<file path="config.mk">
export PLATFORM = sky130hd
export DESIGN_NAME = ili_init_seq
export DESIGN_NICKNAME = d
export VERILOG_FILES = /design/src/rtl/ili_init_seq.sv
export SDC_FILE = /design/constraint.sdc
export NUM_CORES = 1
export LEC_CHECK = 0
export CAP_MARGIN = 15
export CORE_ASPECT_RATIO = 0.8
export CORE_UTILIZATION = 60
export DETAILED_ROUTE_END_ITERATION = 8
export PLACE_DENSITY_LB_ADDON = 0.1
export REMOVE_ABC_BUFFERS = 1
export SYNTH_ARGS = -nofsm -noshare
export SYNTH_HDL_FRONTEND = slang
export SYNTH_SLANG_ARGS = --single-unit
export TNS_END_PERCENT = 1
</file>
<file path="constraint.sdc">
create_clock -name clk -period 9.41 [get_ports clk]
set_input_delay 0.941 -clock clk [delete_from_list [all_inputs] [get_ports clk]]
set_output_delay 0.941 -clock clk [all_outputs]
set_load 0.03 [all_outputs]
</file>
<file path="src/rtl/ili_init_seq.sv">
// ili_init_seq: ROM-driven ILI panel bring-up (reset pulse, post-reset wait, command/data bytes, ms delays).
module ili_init_seq #(
    parameter int MS_TICKS    = 100000,
    parameter int POST_RST_MS = 120
) (
    input  logic       clk,
    input  logic       rst,
    input  logic       i_start,
    output logic       o_reset_ena,
    output logic       o_reset_val,
    input  logic       i_reset_sent,
    output logic       o_tx_valid,
    output logic [7:0] o_tx_data,
    output logic       o_tx_dc,
    input  logic       i_tx_ready,
    output logic       o_busy,
    output logic       o_done,
    output logic       o_init_ok
);
    localparam int TW = (MS_TICKS > 1) ? $clog2(MS_TICKS) : 1;
    localparam logic [TW-1:0] TICK_MAX = TW'(MS_TICKS - 1);
    localparam logic [7:0] POST_MS = 8'(POST_RST_MS);
    localparam logic [1:0] T_CMD = 2'd0, T_DAT = 2'd1, T_DLY = 2'd2, T_END = 2'd3;

    typedef enum logic [2:0] {IDLE, RST_LO, RST_HI, POST_WAIT, FETCH, SEND, DELAY, DONE} state_t;

    state_t        r_state, w_next;
    logic [3:0]    r_idx;
    logic [TW-1:0] r_tick;
    logic [7:0]    r_ms;
    logic          r_init_ok;
    logic [9:0]    w_entry;
    logic [7:0]    w_target;
    logic          w_waiting, w_expire, w_xfer;

    always_comb begin
        case (r_idx)
            4'd0:    w_entry = {T_CMD, 8'h01};
            4'd1:    w_entry = {T_DLY, 8'd5};
            4'd2:    w_entry = {T_CMD, 8'h11};
            4'd3:    w_entry = {T_DLY, 8'd120};
            4'd4:    w_entry = {T_CMD, 8'h3A};
            4'd5:    w_entry = {T_DAT, 8'h55};
            4'd6:    w_entry = {T_CMD, 8'h36};
            4'd7:    w_entry = {T_DAT, 8'h48};
            4'd8:    w_entry = {T_CMD, 8'h29};
            default: w_entry = {T_END, 8'h00};
        endcase
    end

    // One delay engine serves both the post-reset wait and ROM delays; target 0 expires at once.
    assign w_waiting = (r_state == POST_WAIT) || (r_state == DELAY);
    assign w_target  = (r_state == POST_WAIT) ? POST_MS : w_entry[7:0];
    assign w_expire  = w_waiting && ((w_target == 8'd0) || (r_tick == TICK_MAX && r_ms == w_target - 8'd1));
    assign w_xfer    = (r_state == SEND) && i_tx_ready;

    always_comb begin
        w_next = r_state;
        case (r_state)
            IDLE:      w_next = i_start ? RST_LO : IDLE;
            RST_LO:    w_next = i_reset_sent ? RST_HI : RST_LO;
            RST_HI:    w_next = i_reset_sent ? POST_WAIT : RST_HI;
            POST_WAIT: w_next = w_expire ? FETCH : POST_WAIT;
            FETCH:     w_next = (w_entry[9:8] == T_DLY) ? DELAY : (w_entry[9:8] == T_END) ? DONE : SEND;
            SEND:      w_next = i_tx_ready ? FETCH : SEND;
            DELAY:     w_next = w_expire ? FETCH : DELAY;
            DONE:      w_next = IDLE;
            default:   w_next = IDLE;
        endcase
    end

    always_ff @(posedge clk or posedge rst) begin
        if (rst) begin
            r_state   <= IDLE;
            r_idx     <= 4'd0;
            r_tick    <= '0;
            r_ms      <= 8'd0;
            r_init_ok <= 1'b0;
        end else begin
            r_state <= w_next;
            if (r_state == IDLE || (r_state == POST_WAIT && w_expire))
                r_idx <= 4'd0;
            else if (w_xfer || (r_state == DELAY && w_expire))
                r_idx <= r_idx + 4'd1;
            if (w_waiting && !w_expire) begin
                r_tick <= (r_tick == TICK_MAX) ? '0 : r_tick + 1'b1;
                r_ms   <= (r_tick == TICK_MAX) ? r_ms + 8'd1 : r_ms;
            end else begin
                r_tick <= '0;
                r_ms   <= 8'd0;
            end
            if (r_state == IDLE && i_start)
                r_init_ok <= 1'b0;
            else if (r_state == FETCH && w_entry[9:8] == T_END)
                r_init_ok <= 1'b1;
        end
    end

    assign o_reset_ena = (r_state == RST_LO) || (r_state == RST_HI);
    assign o_reset_val = (r_state != RST_LO);
    assign o_tx_valid  = (r_state == SEND);
    assign o_tx_data   = (r_state == SEND) ? w_entry[7:0] : 8'h00;
    assign o_tx_dc     = (r_state == SEND) && w_entry[8];
    assign o_busy      = (r_state != IDLE);
    assign o_done      = (r_state == DONE);
    assign o_init_ok   = r_init_ok;
endmodule

</file>
### Yosys cells after proc, flatten, opt, wreduce, memory -nomap -nowiden

Memories as Yosys holds them, arrays and structs flattened.
Cells that the tools add are included.

| operators by class | value |
|---|---|
| reductions and logical operators | 20 |
| multiplexer cells | 19 |
| add/subtract/negate cells | 4 |
| eq/ne operators | 13 |

Operators by type and width:

| operator | count |
|---|---|
| $mux 17 | 2 |
| $mux 8 | 4 |
| $pmux 3 s8 | 1 |
| $add 17x1->17 const B | 1 |
| $eq 17x17->1 const B | 1 |
| $eq 3x3->1 const B | 4 |
| $logic_and 1x1->1 | 9 |
| $add 8x1->8 const B | 1 |
| $eq 8x8->1 | 1 |
| $logic_not 8->1 | 1 |
| $mux 2 | 4 |
| $mux 4 | 2 |
| $sub 8x1->8 const B | 1 |
| $eq 3x2->1 const B | 2 |
| $logic_or 1x1->1 | 5 |
| $mux 1 | 5 |
| $add 4x1->4 const B | 1 |
| $eq 2x2->1 const B | 2 |
| $reduce_bool 2->1 | 2 |
| $eq 3x1->1 const B | 1 |
| $logic_not 3->1 | 1 |
| $mux 3 | 1 |
| $ne 3x1->1 const B | 1 |
| $reduce_bool 3->1 | 1 |
| 2 further kinds | 2 |

| word-level totals | value |
|---|---|
| memory bits (read-only) | 144 |
| input port bits | 5 |
| word-level logic and storage cells | 62 |
| register bits after elaboration | 33 |
| memories | 1 |

Memories:

| name | depth | bits a word | read ports | clocked after Yosys merged registers in | wr ports | RTL line | source |
|---|---|---|---|---|---|---|---|
| (name not given) | 16 | 9 | 1 | 0 | 0 | 37 | `case (r_idx)` |

### Logic depth before layout (Yosys ltp)

Gate-level depths: netlist of the first run.

| logic depth | value |
|---|---|
| depth in word-level cells | 11 |
| gate-level depth with buffers | 14 |

### Worst setup path after synthesis of the first run

OpenSTA, ideal clock, no wires.

| timing path | value |
|---|---|
| kind | reg-to-reg |
| start | register r_idx[0] |
| end | register r_idx[3] |
| buffers on the path | 0 |
| cell stages (with the launch flop) | 13 |
| setup slack | 6.383 ns |
| data arrival time | 2.948 ns |
| data required time | 9.331 ns |
| path through | dfrtp_1 > inv_1 > ha_1 > nor2b_1 > nor2_1 > or3_1 > ha_1 > xor2_1 > o211ai_4 > nor4b_4 > nand4_2 > a211oi_2 > mux2i_1 |

| on the way | value |
|---|---|
| longest elaborated chain between the ends | 10 |

RTL lines:

| element | RTL line | source |
|---|---|---|
| start: declaration | 28 | `logic [3:0] r_idx;` |
| start signal: assignment | 84 | `r_idx <= r_idx + 4'd1;` |
| $mem_v2 16x9 | - |  |
| $mux 8 | 53 | `assign w_target = (r_state == POST_WAIT) ? POST_MS : w_entry[7:0];` |
| $sub 8x1->8 | 54 | `assign w_expire = w_waiting && ((w_target == 8'd0) \|\| (r_tick == TICK_MAX && r_ms == w_target - 8'd1));` |
| $eq 8x8->1 | 54 |  |
| $logic_and 1x1->1 | 54 |  |
| $logic_or 1x1->1 | 54 |  |
| $logic_and 1x1->1 | 54 |  |
| $logic_and 1x1->1 (on tied branches) | 81, 83 |  |
| $logic_or 1x1->1 (on tied branches) | 81, 83 |  |
| $mux 4 or $reduce_bool 2->1 (tied branches) | - |  |

Parallel ways exist; a longest one is shown, timed or not. The select of a mux whose other input is x is not followed.
A chain may end at the register's enable or synchronous reset.

### Worst setup path in the final report of the first run

| timing path | value |
|---|---|
| start | register r_idx[0] |
| end | output o_tx_data[5] |

| on the way | value |
|---|---|
| longest elaborated chain between the ends | 2 |

RTL lines:

| element | RTL line | source |
|---|---|---|
| $mem_v2 16x9 | - |  |
| $mux 8 | 102 | `assign o_tx_data = (r_state == SEND) ? w_entry[7:0] : 8'h00;` |
| end: declaration | 13 | `output logic [7:0] o_tx_data,` |

Every way passes these cells.

==> results of run 1 <==
## state kept, by name, summed over array words and instances (netlist names)
register	count
r_state	3
r_ms	8
r_tick	17
r_idx	4
o_init_ok	1
## power groups by stage
stage,clock [mW],sequential (mW),combinational (mW)
6_report,0.104,0.168,0.213
5_1_grt,0.114,0.171,0.230
4_1_cts,0.108,0.168,0.212
3_5_place_dp,0,0.171,0.210
3_3_place_gp,0,0.171,0.206
2_1_floorplan,0,0.166,0.161
## cell usage in the layout, fill, tap and decap left out, drive strengths merged, types with 2 or more instances in the layout
cell	n
nor2	48
dfrtp	33
nand2	21
nand3	20
clkdlybuf4s50	18
xor2	17
xnor2	12
a21oi	10
ha	9
nand4	9
inv	8
mux2i	8
nor3	6
o21ai	6
clkbuf	6
and2	5
nand2b	5
and3	5
and4	5
nor2b	4
or3	4
nor4	3
a21o	3
o22ai	3
clkinv	3
and3b	2
or4	2
o31a	2
nor3b	2
nand4b	2
a211oi	2
## logic make-up (layout without fill, tap and decap cells)
| kind of cell | count (synthesis) | count (layout) | synth area share, % |
|---|---|---|---|
| AND/OR/NAND/NOR | 146 | 146 | 32.7 |
| AO/OA/AOI/OAI | 33 | 33 | 9.72 |
| flip-flops | 33 | 33 | 33.8 |
| XOR/XNOR | 29 | 29 | 10.4 |
| buffers and inverters | 22 | 36 | 4.96 |
| adder cells (fa/ha/maj) | 9 | 9 | 4.61 |
| multiplexers | 9 | 9 | 3.74 |
| other | 1 | 1 | 0.153 |
## layout make-up
| type | instances | share of cell area [%] |
|---|---|---|
| multi-input cells | 227 | 55.5 |
| clock inverters | 2 | 0.371 |
| well taps | 55 | 2.55 |
| clock buffers | 6 | 2.69 |
| inverters | 9 | 1.25 |
| flip-flops and latches | 33 | 30.6 |
| repair buffers | 19 | 6.96 |
## worst min-delay path by stage
stage                           end  slack [ns]  depth (start not counted)
after floorplan           r_tick[0]        0.45                          1
after global placement    r_tick[0]        0.47                          1
after detailed placement  r_tick[0]        0.48                          1
after CTS                 r_tick[0]        0.49                          1
after global routing      r_tick[0]        0.52                          1
final                     r_tick[0]        0.49                          1
## routing by layer
metal | share of wire, % | wire [um] | track usage (%)
met5 | 0 | 0 | 0
met4 | 0.87 | 46 | 9.34
met3 | 6.0 | 318 | 5.61
met2 | 42 | 2220 | 39.2
met1 | 51 | 2690 | 39.4
## per-stage QoR
| step | hold WS [ns] | total power [mW] |
|---|---|---|
| floorplan | 0.455 | 0.328 |
| detailed placement | 0.481 | 0.381 |
| global placement | 0.475 | 0.377 |
| CTS | 0.488 | 0.488 |
| global route | 0.516 | 0.515 |
| finish | 0.487 | 0.486 |
## worst max-delay path: cells and delay by family, from the launching register on
kind                       cells  cell delay (ns)
DFF                            1             0.45
buffers and inverters          2             0.85
adders and majority gates      1             0.27
and+or+nand+nor                2             0.39
AOI/OAI and AO/OA              1             0.40
==> results.ini, run 1 <==
[cells_and_area]
multi_input_area_um2 = 1500
drive_gt1_share_pct = 8.11
regArea_um2 = 826
fin_cells = 351
fin_area_um2 = 2700
nFillCells = 341
syn_to_final_growth_pct = 10.3
final_util_pct = 70.0
fin_nets = 309
n_antenna_cell = 0

[grt]
grt_pass1_wl_mm = 8.78
grt.overflow.total = 0
grt_max_degree = 34
track_usage_pct = 26.9
grt_pass1_vias = 1852
antenna_found_initial = 0

[routing]
wl_per_cell_um = 15.0
postRouteAntennaNets = 0
dr.pass1.iters = 5
totalWireLength_mm = 5.28
drc_errors = 0
drt_iter0_markers = 206
vias = 2047
avgViaCountPerCell = 5.83

[clocking]
cts_tree = yes
cts_resized = 0
postCtsSetupBuffers = 0
insertion_delay_ns = 0.29
cts-root-buf = clkbuf_8
cts_num_sinks = 33
numCtsBuffers = 5
postCtsHoldBufs = 0
clock_path_buffers = 2
htreeDepth = 2
clkTransAtPathRegs_ns = 0.07

[logic_synthesis]
synth_edf_count = 0
synth_common_cells = nor2_1, dfrtp_1, nand2_1
netlist_top_cells_area = dfrtp_1, nor2_1, xor2_1
synth.ff_latch_count = 33
synthMostInstantiatedCell = nor2_1
synth_area_um2 = 2440
synth_ff_type = dfrtp_1
syn_inst = 282
post-synth-top-area-cell = dfrtp_1
yosysSeqAreaShare_pct = 33.8
async_flop_share_pct = 100
synth_warnings = 0
yosysUniqueCellTypes = 56
synth.top_cell.area_share_pct = 33.8
synth.avg_cell_area_um2 = 8.67

[timing]
tns_ns = 0
finClkSkew_ns = 0.00474
slew_headroom_pct = 62.7
max_freq_ghz = 0.279
setup_viol = 0
final.min_clock_period_ns = 3.58
post-route-period-util_pct = 38.0
worst_slew_pin_slew_ns = 0.560
maxSlewViolCount = 0
fin_ws_ns = 5.83
hold_viol_final = 0
rsz0062_at_grt = no

[power_and_ir_drop]
power_frac_seq_pct = 34.7
swShare_pct = 42.1
ir_drop_uv = 209
p_int_mw = 0.281
leakage_nw = 1.14
combinationalPowerShare_pct = 43.8
p_clk_share_pct = 21.5
switchingPower_mw = 0.205
powerDensity_nw_per_um2 = 180

[setup_path]
endpoint = o_tx_data[5]
arrival_ns = 2.64
slowest_stage = clkdlybuf4s50_1
worst_path_largest_cell_delay_ns = 0.68
worstPathCellList = inv_1 -> ha_1 -> nand2b_2 -> a211oi_1 -> and3_1 -> clkdlybuf4s50_1
r2r-start = r_idx[0]
endpoint_kind = output port
reg2regPathDepth = 13
r2r_slack_ns = 5.88
worstSetupPathType = flip-flop to output port
worstPathRequired_ns = 8.47
path_max_fanout = 7
r2r-end = r_idx[3]
critical_path.startpoint = r_idx[0]
startpoint_type = flip-flop

[place]
place_inst = 343
numPortBuffers = 18
place_area_um2 = 2610
dpl_worst_slack_ns = 5.98
dp_hpwl_mm = 3.83
gp_congestion = 0.886

[die]
dieHeight_um = 59.1
rows = 20
dieArea_um2 = 4340
io_pins = 20
coreArea_um2 = 3850
die_x_um = 73.4
start_util_pct = 63.4

[run]
drv_cap = 0

[status]
status = complete, no violations

[hold_path]
hold_class = flip-flop to flip-flop
min_from = r_tick[0]

Power figures use the tool's default switching activity.
==> inputs of run 2 (changes only) <==
Settings changed: CORE_UTILIZATION 60 to 58.
Clock period 9.41 ns to 3.7 ns, I/O delays scaled along.
==> run 2 against run 1 <==
- sequential power up 140%
- critical path depth is 7 higher
- register-to-register slack got worse by 5.6 ns
- non-clock buffer count rose by 5
- combinational power grew to 2.7 times the previous value
- global-route usage down 1.2 points
==> results.ini, run 2 (synthesized netlist as in run 1, its figures left out) <==
[setup_path]
path_max_fanout = 7  ; unchanged
worstSetupPathType = flip-flop to flip-flop
worstPathCellList = inv_1 -> ha_1 -> nor2b_1 -> nor2_1 -> or3_1 -> ha_1 -> xor2_1 -> xnor2_1 -> o21ai_0 -> nor4b_4 -> nand4_2 -> a211oi_2 -> mux2i_1
worst_path_most_repeated_cell = ha_1
worstPathRequired_ns = 3.92  ; -4.55 ns
arrival_ns = 3.61  ; +0.97 ns
slowest_stage = dfrtp_1
endpoint_kind = flip-flop
startpoint_type = flip-flop
worst_path_largest_cell_delay_ns = 0.46  ; -0.22 ns

[routing]
drt_iter0_markers = 149  ; -28%
drc_errors = 0  ; unchanged
wl_per_cell_um = 14.5  ; -3.9%
totalWireLength_mm = 5.15  ; -2.6%
postRouteAntennaNets = 0  ; unchanged
dr.pass1.iters = 5  ; unchanged
avgViaCountPerCell = 5.74  ; -1.5%
vias = 2045  ; -0.098%

[clocking]
postCtsSetupBuffers = 0  ; unchanged
numCtsBuffers = 5  ; unchanged
htreeDepth = 2  ; unchanged
insertion_delay_ns = 0.29  ; about the same
clkTransAtPathRegs_ns = 0.07  ; about the same
cts_num_sinks = 33  ; unchanged
cts-root-buf = clkbuf_8
clock_path_buffers = 2  ; unchanged
cts_resized = 0  ; unchanged
postCtsHoldBufs = 0  ; unchanged
cts_tree = yes

[grt]
grt_max_degree = 23  ; -32%
grt_pass1_vias = 1752  ; -5.4%
grt_pass1_wl_mm = 8.43  ; -4.0%
grt.overflow.total = 0  ; unchanged
antenna_found_initial = 0  ; unchanged
track_usage_pct = 25.7  ; -1.2 points

[cells_and_area]
fin_nets = 314  ; +1.6%
syn_to_final_growth_pct = 13.2
n_antenna_cell = 0  ; unchanged
top_register = r_tick
largest_reg_flops = 17  ; unchanged
nFillCells = 315  ; -7.6%
final_cell_mix = nor2_1, dfrtp_1, nand2_1, nand3_1, clkdlybuf4s50_1
layout_commonest_cell = nor2_1
largestRegisters = r_tick (17), r_ms (8), r_idx (4)
fin_area_um2 = 2770  ; +2.6%
fin_cells = 356  ; +1.4%
drive_gt1_share_pct = 9.63  ; +1.5 points

[die]
start_util_pct = 62.6  ; -0.81 points
dieHeight_um = 60.1  ; +1.6%
coreArea_um2 = 3900  ; +1.3%
rows = 20  ; unchanged
io_pins = 20  ; unchanged
dieArea_um2 = 4480  ; +3.3%
die_x_um = 74.6  ; +1.7%

[place]
place_inst = 348  ; +1.5%
place_area_um2 = 2650  ; +1.4%
dp_hpwl_mm = 3.80  ; -0.87%
numPortBuffers = 18  ; unchanged
gp_congestion = 0.928  ; +4.8%

[timing]
max_freq_ghz = 0.295
maxSlewViolCount = 0  ; unchanged
final.min_clock_period_ns = 3.40
tns_ns = 0  ; unchanged
hold_viol_final = 0  ; unchanged
slew_headroom_pct = 41.7  ; -21 points
rsz0062_at_grt = no
setup_viol = 0  ; unchanged
finClkSkew_ns = 0.00448  ; -0.000258 ns
post-route-period-util_pct = 91.8
worst_slew_pin_slew_ns = 0.874  ; +0.314 ns

[power_and_ir_drop]
ir_drop_uv = 412  ; +97%
combinationalPowerShare_pct = 43.0  ; -0.8 points
leakage_nw = 1.18  ; +3.4%
powerDensity_nw_per_um2 = 481  ; +170%
switchingPower_mw = 0.511  ; +150%
p_int_mw = 0.820  ; +190%
p_clk_share_pct = 26.4  ; +4.9 points
swShare_pct = 38.4  ; -3.7 points
power_frac_seq_pct = 30.6  ; -4.1 points

[run]
drv_cap = 0  ; unchanged

[hold_path]
hold_class = flip-flop to flip-flop

[status]
status = complete, no violations

==> run 2: cell count changes in the layout (fill, tap and decap cells not counted), sizes merged <==
cell    previous run  this run
clkbuf             6         7
buf                1         6
bufinv             0         1
clkinv             3         1
==> run 2: critical path, delay by kind of cell, from the launching register on <==
| family | cells | cell delay, ns |
|---|---|---|
| flops | 1 | 0.46 |
| simple gates | 5 | 1.29 |
| compound gates | 2 | 0.41 |
| fa+ha+maj | 2 | 0.49 |
| xor+xnor | 2 | 0.33 |
| buf+inv | 1 | 0.16 |
| mux | 1 | 0.20 |
==> run 2: power by group through the flow <==
stage,combinational (mW),sequential (mW),clock [mW]
after detailed placement,0.567,0.414,0
after global placement,0.568,0.413,0
after global routing,0.630,0.410,0.369
final,0.573,0.408,0.351
after floorplan,0.411,0.423,0
after CTS,0.572,0.407,0.357
==> run 2: layout make-up <==
type	count	area (um^2)	share of cell area [%]
flip-flops and latches	33	826	29.8
well taps	55	68.8	2.49
clock inverters	1	30.0	1.08
multi-input cells	227	1500	54.1
repair buffers	24	225	8.14
clock buffers	7	86.3	3.12
inverters	9	33.8	1.22
==> run 2: worst paths after layout <==
check,start,to,slack [ns],cells past startpoint
max,r_idx[0],r_idx[3],0.30,13
min,r_tick[0],r_tick[0],0.49,1
max reg2reg,r_idx[0],r_idx[3],0.30,13
min reg2reg,r_tick[0],r_tick[0],0.49,1
max in group asynchronous,rst,r_ms[7],2.44,3
min in group asynchronous,rst,r_state[1],0.56,2
==> run 2: routing by layer <==
metal  vias to the layer above  routed length (um)  global-route usage [%]
met5                         -                   0                       0
met4                         0                  65                    7.55
met3                         9                 359                    5.56
met2                        69                2100                    34.4
met1                       948                2620                    40.6
li1                       1019                   -                       -
==> run 2: stage by stage <==
step | hold slack [ns] | utilization, % | power (mW) | worst slack, ns
final | 0.492 | 70.9 | 1.33 | 0.305
after global routing | 0.528 | 70.9 | 1.41 | 0.0918
after CTS | 0.492 | 70.9 | 1.34 | 0.332
after detailed placement | 0.484 | 67.9 | 0.980 | 0.366
after global placement | 0.478 | 67.9 | 0.980 | 0.442
after floorplan | 0.455 | - | 0.834 | 0.666
